===== src/rtl/stream_arb_mux_2_1.sv =====
// stream_arb_mux_2_1
// Packet-aware 2:1 stream arbiter with a single registered output stage.
// Two valid/ready sources (a, b) compete round-robin; the winner keeps the
// output for its whole packet (through the beat with last=1). The source of
// every output beat is reported on o_cs so companion mux paths can follow.
//
// Ports
//   clk                 rising-edge clock
//   rst                 synchronous active-high reset
//   a_data/valid/last   channel a input beat
//   a_ready             channel a beat accepted this cycle
//   b_data/valid/last   channel b input beat
//   b_ready             channel b beat accepted this cycle
//   o_data/valid/last   registered output beat
//   o_cs                source of the output beat: 0=a, 1=b
//   o_ready             downstream accepts the output beat
//
// state  | meaning
// IDLE   | no packet in progress; grant by valid, pointer breaks ties
// LOCK_A | a is mid-packet; only a may be served (bubbles allowed)
// LOCK_B | b is mid-packet; only b may be served (bubbles allowed)

module stream_arb_mux_2_1 #(
  parameter int WIDTH = 8
) (
  input  logic             clk,
  input  logic             rst,
  input  logic [WIDTH-1:0] a_data,
  input  logic             a_valid,
  input  logic             a_last,
  output logic             a_ready,
  input  logic [WIDTH-1:0] b_data,
  input  logic             b_valid,
  input  logic             b_last,
  output logic             b_ready,
  output logic [WIDTH-1:0] o_data,
  output logic             o_valid,
  output logic             o_last,
  output logic             o_cs,
  input  logic             o_ready
);

  typedef enum logic [1:0] {
    IDLE   = 2'd0,
    LOCK_A = 2'd1,
    LOCK_B = 2'd2
  } state_t;

  state_t           r_state;
  logic             r_ptr;      // tie-break pointer: 0=a, 1=b
  logic [WIDTH-1:0] r_o_data;
  logic             r_o_valid;
  logic             r_o_last;
  logic             r_o_cs;

  logic             w_load;
  logic             w_gnt_vld;
  logic             w_gnt_sel;
  logic             w_src_valid;
  logic             w_src_last;
  logic [WIDTH-1:0] w_src_data;
  logic             w_xfer;

  // Output register can take a new beat when empty or being drained.
  assign w_load = !r_o_valid || o_ready;

  always_comb begin
    w_gnt_vld = 1'b0;
    w_gnt_sel = 1'b0;
    case (r_state)
      IDLE: begin
        if (a_valid && b_valid) begin
          w_gnt_vld = 1'b1;
          w_gnt_sel = r_ptr;
        end else if (a_valid) begin
          w_gnt_vld = 1'b1;
          w_gnt_sel = 1'b0;
        end else if (b_valid) begin
          w_gnt_vld = 1'b1;
          w_gnt_sel = 1'b1;
        end
      end
      // Locked states grant their owner even when it has nothing to send,
      // so the other source cannot slip a beat into the packet.
      LOCK_A: begin
        w_gnt_vld = 1'b1;
        w_gnt_sel = 1'b0;
      end
      LOCK_B: begin
        w_gnt_vld = 1'b1;
        w_gnt_sel = 1'b1;
      end
      default: begin
        w_gnt_vld = 1'b0;
        w_gnt_sel = 1'b0;
      end
    endcase
  end

  assign w_src_valid = w_gnt_sel ? b_valid : a_valid;
  assign w_src_last  = w_gnt_sel ? b_last  : a_last;
  assign w_src_data  = w_gnt_sel ? b_data  : a_data;

  assign w_xfer = w_load && w_gnt_vld && w_src_valid;

  // Readies are masked during reset so no beat is consumed and then dropped.
  assign a_ready = !rst && w_load && w_gnt_vld && !w_gnt_sel;
  assign b_ready = !rst && w_load && w_gnt_vld &&  w_gnt_sel;

  always_ff @(posedge clk) begin
    if (rst) begin
      r_state   <= IDLE;
      r_ptr     <= 1'b0;
      r_o_data  <= '0;
      r_o_valid <= 1'b0;
      r_o_last  <= 1'b0;
      r_o_cs    <= 1'b0;
    end else begin
      if (w_load) begin
        r_o_valid <= w_xfer;
      end
      if (w_xfer) begin
        r_o_data <= w_src_data;
        r_o_last <= w_src_last;
        r_o_cs   <= w_gnt_sel;
        if (w_src_last) begin
          // Packet done (including single-beat packets from IDLE):
          // release the lock and favour the other source next time.
          r_state <= IDLE;
          r_ptr   <= !w_gnt_sel;
        end else begin
          r_state <= w_gnt_sel ? LOCK_B : LOCK_A;
        end
      end
    end
  end

  assign o_data  = r_o_data;
  assign o_valid = r_o_valid;
  assign o_last  = r_o_last;
  assign o_cs    = r_o_cs;

endmodule


===== config.mk =====
export PLATFORM = sky130hd
export DESIGN_NAME = stream_arb_mux_2_1
export DESIGN_NICKNAME = d
export VERILOG_FILES = /design/src/rtl/stream_arb_mux_2_1.sv
export SDC_FILE = /design/constraint.sdc
export NUM_CORES = 1
export LEC_CHECK = 0
export BUFFER_PORTS_ARGS = -buffer_cell sky130_fd_sc_hd__buf_2
export CAP_MARGIN = 20
export CORE_MARGIN = 10
export CORE_UTILIZATION = 51
export CTS_BUF_LIST = sky130_fd_sc_hd__clkbuf_2
export DETAILED_ROUTE_END_ITERATION = 10
export PLACE_DENSITY = 0.94
export SYNTH_ARGS = -nofsm -noshare
export SYNTH_HDL_FRONTEND = slang
export SYNTH_SLANG_ARGS = --single-unit

===== constraint.sdc =====
create_clock -name clk -period 3.85 [get_ports clk]
set_clock_uncertainty 0.15 [all_clocks]
set_input_delay 0.77 -clock clk [delete_from_list [all_inputs] [get_ports clk]]
set_output_delay 0.77 -clock clk [all_outputs]
set_load 0.02 [all_outputs]

==> metrics.txt <==
routability-driven placement congestion ratio=a little over 0.8; pin count of the biggest net entering global routing=17; utilization of the core after routing=0.645; Final ANT Viol Nets=0; area of the core=1490 um^2; largest driver fanout on the critical path=11; GRT Resource Usage Total=0.128; Setup Fix Bufs, Post-CTS=0; data required time of the critical path=2930 ps; fraction of synthesized cell area taken by the top area cell type=0.354; sequential cell area fraction in the yosys report=0.354; Wirelength per Cell=15.6 um; clock buffers created by TritonCTS=3; largest vdd supply drop=278 uV; Vias per Instance=5.92; count of unique library cells instantiated by Yosys=30; CTS tree=built; overall power=about 0.39 mW; clk_lat worst skew=270 ps; Worst Path Class, Setup=reg -> out; drt drc=0; switch share=0.373; die area=3530 um^2; number of max-cap violations=0; remaining global-route overflow=0; Mapped Cells=a little over 90; top achievable clock speed=380 MHz; ratio of cells with drive above 1 in the final layout=0.360; Post-CTS Hold Buffers=0; Sw Pwr=0.145 mW; signal arrival time at the worst endpoint=1710 ps; Yosys Warn Count=0; Final Routed Wirelength=2.20 mm; Power Internal=between 0.2 and 0.25 mW; leading area contributor after synthesis=sky130_fd_sc_hd__dfxtp_1; chip height=59.4 um; post-CTS sizing=0; Pleak=0.437 nW; largest cells by area after synthesis=sky130_fd_sc_hd__dfxtp_1 (35%), sky130_fd_sc_hd__a311oi_1 (11%), sky130_fd_sc_hd__nand2_1 (9.0%), sky130_fd_sc_hd__a21oi_1 (8.2%), sky130_fd_sc_hd__ha_1 (4.7%); power density over the cells=405 nW/um^2; Inserted Diodes=0; final-report max-slew violation count=0; Synth Area per Inst=8.52 um^2; Net Count, Synth=119; H-tree levels=1; number of buffer cells added on primary ports=35; power share of the combinational group=0.385; sequential share of power=0.448; status=finished, final reports clean; footprint of the flip-flops and latches=280 um^2; count of state elements after synthesis=14; initial standard-cell utilization of the core=0.532; Initial DRC Count=19; FP Rows=14; Clk Tree Root Cell=sky130_fd_sc_hd__clkbuf_2; final std cells w/o fill=141; half-perimeter wire length after detailed placement=1.72 mm; Final Setup Violations=0; worst min-delay path category=reg -> reg; total number of vias=835; instance count after placement with tap cells included=138; vias in the first global route=between 800 and 900; ports placed on the boundary=36; combined area of the multi-input logic cells=454 um^2; kind of capture point of the worst setup path=output port; first-pass GRT wire length=3.65 mm; Longest Clk Path Bufs=2; startpoint type of the worst setup path=register; total of fill cells in the finished design=130; power share of the clock group=0.167; mapped cell area=792 um^2; initial antenna violation count=0; CTS clk-pin slew, worst paths=110 ps; final sum of negative setup slack=0 ps; period utilization=0.684; actual transition at the worst max-transition pin=398 ps; Final Net Count=around 150; signed area change from the synthesized netlist to the final layout=21.2%; Slew headroom=0.735; final count of hold timing violations=0; First-pass DRT Iterations=4; width of the chip=59.4 um; RSZ-0062 raised after global routing=no; Sinks on Clock Net=14; post-route minimum period=2630 ps
## area by class of cell
type / instances / area share
multi-input combinational: 69 / 0.473
sequential: 14 / 0.292
timing repair buffer: 35 / 0.183
tap: 16 / 0.0209
clock buffer: 3 / 0.0156
inverter: 4 / 0.0156
## cell families after synthesis
kind of cell | synth area share
fa+ha+maj | 0.0474
buf+inv | 0.0727
compound gates | 0.336
simple gates | 0.190
flops | 0.354
## through the flow
stage | worst slack [ps] | cell area, um^2 | hold slack, ps
2_1_floorplan | 1180 | 792 | 317
3_3_place_gp | 1260 | 945 | 335
3_5_place_dp | 1230 | 945 | 345
4_1_cts | 1220 | 960 | 363
5_1_grt | 1130 | 960 | 400
6_report | 1220 | 960 | 365
## sequential cells by signal (all words and copies together) (netlist names)
register,flops
o_data,8
r_ptr,1
o_valid,1
r_state,2
o_cs,1
o_last,1
## worst max-delay path, stage by stage, from the launching register on
cell and delay [ps]:
sky130_fd_sc_hd__dfxtp_1 410, sky130_fd_sc_hd__inv_1 60, sky130_fd_sc_hd__ha_1 260, sky130_fd_sc_hd__a31o_2 350
sky130_fd_sc_hd__nor3_1 180, sky130_fd_sc_hd__buf_2 190
## per-layer routing
metal	global-route usage	wire [um]	vias to the layer above
met2	0.227	1160	28
met1	0.131	849	394
met4	0.0361	39	0
li1	-	-	409
met3	0.0558	144	4
met5	0	0	-
## cell usage in the layout (no fill, tap or decap), types with 2 or more instances in the layout
master and instances:
sky130_fd_sc_hd__a21oi_1 13, sky130_fd_sc_hd__a311oi_1 10, sky130_fd_sc_hd__buf_2 35, sky130_fd_sc_hd__clkbuf_2 3
sky130_fd_sc_hd__dfxtp_1 14, sky130_fd_sc_hd__ha_1 3, sky130_fd_sc_hd__inv_1 4, sky130_fd_sc_hd__nand2_1 19
sky130_fd_sc_hd__nor2_1 2, sky130_fd_sc_hd__nor3_1 2, sky130_fd_sc_hd__o211ai_1 2, sky130_fd_sc_hd__o21a_1 2
sky130_fd_sc_hd__o21ai_0 2
## cell usage after synthesis, drive strengths merged
master and number:
nor3 2, nand2 19, ha 3, o21a 2, or2b 1, a31o 1
a311oi 10, nor2b 1, or2 1, a21oi 13, clkbuf 1, nand4b 1
a211oi 1, nand2b 2, buf 5, nand4 1, a31oi 1, nor2 3
dfxtp 14, o211a 2, o211ai 2, a41oi 1, inv 4, o21ai 2
## power groups by stage
stage | registers (mW) | logic, mW | clock network (mW)
after detailed placement | 0.178 | 0.150 | 0
after CTS | 0.174 | 0.150 | 0.0658
final | 0.174 | 0.150 | 0.0648
after global routing | 0.176 | 0.165 | 0.0694
after global placement | 0.177 | 0.147 | 0
after floorplan | 0.198 | 0.0883 | 0
## worst paths after layout
check | start | endpoint | slack, ps | depth (start not counted)
hold reg to reg | r_state[0] | r_state[0] | 360 | 2
hold / removal | r_state[0] | r_state[0] | 360 | 2
setup reg to reg | r_state[0] | o_data[2] | 1980 | 6
setup / recovery | r_state[1] | a_ready | 1220 | 5
(Power assumes the default switching activity.)
